--- config.mk ---
export PLATFORM = sky130hd
export DESIGN_NAME = udp_tx_arbiter
export DESIGN_NICKNAME = d
export VERILOG_FILES = /design/src/rtl/udp_tx_arbiter.sv
export SDC_FILE = /design/constraint.sdc
export NUM_CORES = 1
export LEC_CHECK = 0
export CORE_ASPECT_RATIO = 1.1
export CORE_UTILIZATION = 42
export DETAILED_ROUTE_END_ITERATION = 8
export PLACE_DENSITY = 0.85
export SYNTH_ARGS = -nofsm -noshare
export SYNTH_HDL_FRONTEND = slang
export SYNTH_SLANG_ARGS = --single-unit
--- constraint.sdc ---
create_clock -name clk_50 -period 2.35 [get_ports clk_50]
set_clock_uncertainty 0.2 [all_clocks]
set_input_delay 0.235 -clock clk_50 [delete_from_list [all_inputs] [get_ports clk_50]]
set_output_delay 0.235 -clock clk_50 [all_outputs]
set_load 0.05 [all_outputs]
--- src/rtl/udp_tx_arbiter.sv ---
// Round-robin arbiter sharing the UDP transmit path among
// NUM_REQ packet sources, with ack timeout and inter-packet gap.
module udp_tx_arbiter #(
  parameter int NUM_REQ     = 4,
  parameter int ACK_TIMEOUT = 50000,
  parameter int GAP_CYCLES  = 8
) (
  input  logic                   clk_50,
  input  logic                   sys_rst_n,
  input  logic [NUM_REQ-1:0]     req_valid,
  input  logic [16*NUM_REQ-1:0]  req_length,
  input  logic [8*NUM_REQ-1:0]   req_data,
  output logic [NUM_REQ-1:0]     req_grant,
  output logic [NUM_REQ-1:0]     req_data_rd,
  output logic [NUM_REQ-1:0]     req_done,
  output logic [NUM_REQ-1:0]     req_err,
  input  logic                   udp_tx_ready,
  input  logic                   app_tx_ack,
  output logic                   app_tx_data_request,
  output logic                   app_tx_data_valid,
  output logic [7:0]             app_tx_data,
  output logic [15:0]            udp_data_length,
  output logic                   busy
);

  localparam int IW = (NUM_REQ > 1) ? $clog2(NUM_REQ) : 1;
  localparam int TW = $clog2(ACK_TIMEOUT + 1);
  localparam int GW = $clog2(GAP_CYCLES + 1);
  localparam logic [NUM_REQ-1:0] ONE = NUM_REQ'(1);

  typedef enum logic [2:0] {
    IDLE, WAIT_RDY, REQ, STREAM, WAIT_END, GAP
  } state_t;

  state_t        state;
  logic [IW-1:0] g;
  logic [IW-1:0] ptr;
  logic [IW-1:0] sel;
  logic          found;
  logic [15:0]   cnt;
  logic [TW-1:0] tmo;
  logic [GW-1:0] gap;
  logic [15:0]   len_a [NUM_REQ];
  logic [7:0]    dat_a [NUM_REQ];

  for (genvar i = 0; i < NUM_REQ; i++) begin : g_unpack
    assign len_a[i] = req_length[16*i +: 16];
    assign dat_a[i] = req_data[8*i +: 8];
  end

  // Search starts just past the last winner, so it ranks last.
  always_comb begin
    int j;
    j     = 0;
    sel   = ptr;
    found = 1'b0;
    for (int k = 1; k <= NUM_REQ; k++) begin
      j = int'(ptr) + k;
      if (j >= NUM_REQ) j = j - NUM_REQ;
      if (!found && req_valid[IW'(j)]) begin
        sel   = IW'(j);
        found = 1'b1;
      end
    end
  end

  assign req_data_rd = (state == STREAM) ? (ONE << g) : '0;
  assign busy        = (state != IDLE);

  always_ff @(posedge clk_50) begin
    if (!sys_rst_n) begin
      state               <= IDLE;
      g                   <= '0;
      ptr                 <= IW'(NUM_REQ - 1);
      req_grant           <= '0;
      req_done            <= '0;
      req_err             <= '0;
      app_tx_data_request <= 1'b0;
      app_tx_data_valid   <= 1'b0;
      app_tx_data         <= '0;
      udp_data_length     <= '0;
      cnt                 <= '0;
      tmo                 <= '0;
      gap                 <= '0;
    end else begin
      req_done          <= '0;
      req_err           <= '0;
      app_tx_data_valid <= 1'b0;
      unique case (state)
        IDLE: begin
          if (found) begin
            g               <= sel;
            ptr             <= sel;
            req_grant       <= ONE << sel;
            udp_data_length <= len_a[sel];
            cnt             <= len_a[sel];
            state           <= WAIT_RDY;
          end
        end
        WAIT_RDY: begin
          if (cnt == 16'd0) begin
            req_err   <= ONE << g;
            req_grant <= '0;
            gap       <= GW'(GAP_CYCLES - 1);
            state     <= GAP;
          end else if (udp_tx_ready) begin
            app_tx_data_request <= 1'b1;
            tmo                 <= '0;
            state               <= REQ;
          end
        end
        REQ: begin
          tmo <= tmo + 1'b1;
          if (app_tx_ack) begin
            app_tx_data_request <= 1'b0;
            state               <= STREAM;
          end else if (tmo == TW'(ACK_TIMEOUT - 1)) begin
            app_tx_data_request <= 1'b0;
            req_err             <= ONE << g;
            req_grant           <= '0;
            gap                 <= GW'(GAP_CYCLES - 1);
            state               <= GAP;
          end
        end
        STREAM: begin
          cnt               <= cnt - 16'd1;
          app_tx_data       <= dat_a[g];
          app_tx_data_valid <= 1'b1;
          if (cnt == 16'd1) state <= WAIT_END;
        end
        WAIT_END: begin
          // Last byte is still on the bus during the first cycle here.
          if (!app_tx_data_valid && udp_tx_ready) begin
            req_done  <= ONE << g;
            req_grant <= '0;
            gap       <= GW'(GAP_CYCLES - 1);
            state     <= GAP;
          end
        end
        GAP: begin
          if (gap == '0) state <= IDLE;
          else           gap   <= gap - 1'b1;
        end
        default: state <= IDLE;
      endcase
    end
  end

endmodule

==> results_dict.tcl, run 1 <==
set metrics [dict create \
    syn-num-nets 616 \
    hp-start "app_tx_data[7]" \
    dieArea_sq_um 10900 \
    slew_headroom_pct 59.7 \
    status "finished clean" \
    synth.avg_cell_area_sq_um 8.67 \
    diodes 0 \
    path_delay_family "simple AND/OR/NAND/NOR gates" \
    rsz0062_at_grt "yes" \
    min_period_over_period_pct 99.5 \
    end_kind "register" \
    via_count 4720 \
    chipHeight_microns 109 \
    reg2reg_from "cnt[5]" \
    hold_class "register to register" \
    ys_types 63 \
    synth_seq_cells 81 \
    cp_data_required_time_ns 2.39 \
    power.total_mw 7.84 \
    drc 0 \
    cp_max_fo 9 \
    final_max_slew_viol_count 0 \
    wl_mm 13.3 \
    worst_pin_slew_ns 0.604 \
    start_util_pct 43.8 \
    drtIter0Drc 228 \
    cts_buffers 9 \
    pin_count 147 \
    critPathMostFrequentCell "or4_4" \
    routabilityCongestion 0.879 \
    path_cells "or4_4, or4_4, o311a_4, o21ai_1, o221ai_1" \
    period_needed_ns 2.34 \
    area_delta_synth_final_pct 48.9 \
    cts_max_path_buffers 2 \
    worst_path_max_delay_cell "or4_4" \
    setup_viol 0 \
    arrival_ns 2.38 \
    whs_endpoint "app_tx_data[7]" \
    leakage_nw 2.40 \
    critPathBufInv 0 \
    grt_pass1_vias 4633 \
    yosysWarnings 0 \
    wl_per_cell_microns 16.4 \
    path_class "register to register" \
    synthArstFlopShare_pct 0 \
    peakVddDrop_mv 0.474 \
    reg2regPathDepth 5 \
    antenna_found_initial 0 \
    cp-start-kind "register" \
    utilization_pct 65.2 \
    power_per_cell_area_nw_per_um2 1200 \
    seq_area_sq_um 1630 \
    cts_tree "done" \
    synth-edff-count 0 \
    cap_violations 0 \
    hold_viol_final 0 \
    grt_pass1_wl_mm 21.8 \
    final_cell_count_no_fill 810 \
    dpl.hpwl_mm 9.85 \
    clock_latency_ns 0.36 \
    fmax_mhz 428 \
    num_rows 38 \
    antenna_left 0 \
    seq_area_frac_synth_pct 36.9 \
    nets 774 \
    multi_input_area_sq_um 2660 \
    r2r_end "cnt[13]" \
    cts_sinks 81 \
    numPortBuffers 146 \
    dr.pass1.iters 5 \
    clkTransAtPathRegs_ns 0.09 \
    grt_max_degree 35 \
    min_path_cells 2 \
    drive_above_1_share_pct 15.1 \
    hold_buffers 0 \
    chipWidth_microns 99.5 \
    rrSetupSlack_ns 0.01 \
    vias_per_cell 5.83 \
    tns_ns 0 \
    synth_cells 507 \
    fill_cells 775 \
    h-tree-depth 3 \
    cts_root_buffer "clkbuf_8" \
    path_depth 5 \
    design.core.area_sq_um 10000 \
    synth_flop_cell "dfxtp_1" \
    overflow 0 \
    layout_common_cells "141 x clkdlybuf4s50_1, 76 x dfxtp_1, 63 x nand2_1" \
    dp_cells 793 \
    synthesis.area_sq_um 4390 \
    slowest_delay_ns 0.55 \
    track_usage_pct 24.9 \
    final_common_cell "clkdlybuf4s50_1" \
]
-- power breakdown --
part | total [mW] | switching, mW | internal, mW
logic | 4.65 | 2.64 | 2.01
clock network | 1.01 | 0.530 | 0.478
registers | 2.18 | 0.389 | 1.79
total | 7.84 | 3.56 | 4.28
-- layer usage --
layer | share of wire, % | wire length (microns) | up-vias | GRT usage (%)
li1 | - | - | 2249 | -
met4 | 2.2 | 290 | 0 | 8.72
met5 | 0 | 0 | - | 0
met2 | 50 | 6680 | 212 | 46.0
met1 | 40 | 5370 | 2223 | 28.1
met3 | 7.2 | 958 | 36 | 5.83
-- cells in the mapped netlist (all sizes together), types with 6 or more instances --
master   n  area share [%]
buf     13             1.9
o21ai   30             3.4
o221ai  33             6.6
nor2    31             2.6
nand2   64             5.5
nand3   13             1.5
nor4    14             2.0
a21oi   30             3.4
dfxtp   81              37
or3     10             1.5
nand2b   9             1.3
mux4     8             4.1
clkbuf  25             2.1
mux2i   37             8.4
o311a    7             1.7
or4      6             1.1
o31ai    7             1.2
inv     12             1.0
nor3     8            0.91
-- tightest hold or removal path: cells and delay by family, from the launching register on --
kind | cells | cell delay (ns)
DFF | 1 | 0.32
and+or+nand+nor | 1 | 0.05
AOI/OAI and AO/OA | 1 | 0.05
-- cell type report --
class / instances / share of cell area (%)
multi-input combinational: 375 / 40.7
clock buffer: 12 / 2.52
timing repair buffer: 185 / 28.0
sequential: 81 / 24.9
clock inverter: 4 / 0.516
tap: 140 / 2.68
inverter: 13 / 0.746
-- kinds of logic after synthesis --
logic type	Yosys count	share of synthesized area [%]
simple gates	189	22.3
flops	81	36.9
compound gates	133	21.1
xor+xnor	3	0.598
mux	45	12.5
buf+inv	51	5.13
fa+ha+maj	5	1.42
-- metrics by stage --
| stage | hold WS (ns) | instance area [sq um] | setup WS, ns |
|---|---|---|---|
| 6_report | 0.260 | 6540 | 0.0109 |
| 5_1_grt | 0.278 | 6540 | -0.0375 |
| 4_1_cts | 0.261 | 6460 | 0.0377 |
| 3_5_place_dp | 0.246 | 6250 | -0.0530 |
| 3_3_place_gp | 0.244 | 6250 | 0.0409 |
| 2_1_floorplan | 0.194 | 4430 | -0.0128 |
-- flip-flops by register name (all words and copies together), names as in the netlist --
name                 count
cnt                     16
tmo                     16
udp_data_length         16
app_tx_data              8
gap                      4
req_done                 4
req_err                  4
req_grant                4
state                    3
g                        2
ptr                      2
app_tx_data_request      1
app_tx_data_valid        1
-- worst max path at each step --
stage,from,endpoint
3_3_place_gp,cnt[5],cnt[12]
2_1_floorplan,cnt[3],cnt[12]
5_1_grt,cnt[5],cnt[12]
6_report,cnt[5],cnt[13]
3_5_place_dp,cnt[5],cnt[12]
4_1_cts,cnt[5],cnt[12]
-- repair_timing --
action                     CTS  global route
setup endpoints to repair    3            24
buffers inserted             0             1
gates cloned                 0             0
resized for setup            2            16
pin swaps                    0             1
No activity file was read; power rests on OpenSTA's default activity.
==> inputs of run 2 (changes only) <==
SLEW_MARGIN = 30   (was default)
==> results of run 2 <==
Same layout as run 1: the final DEF is identical, and so are final timing and power.
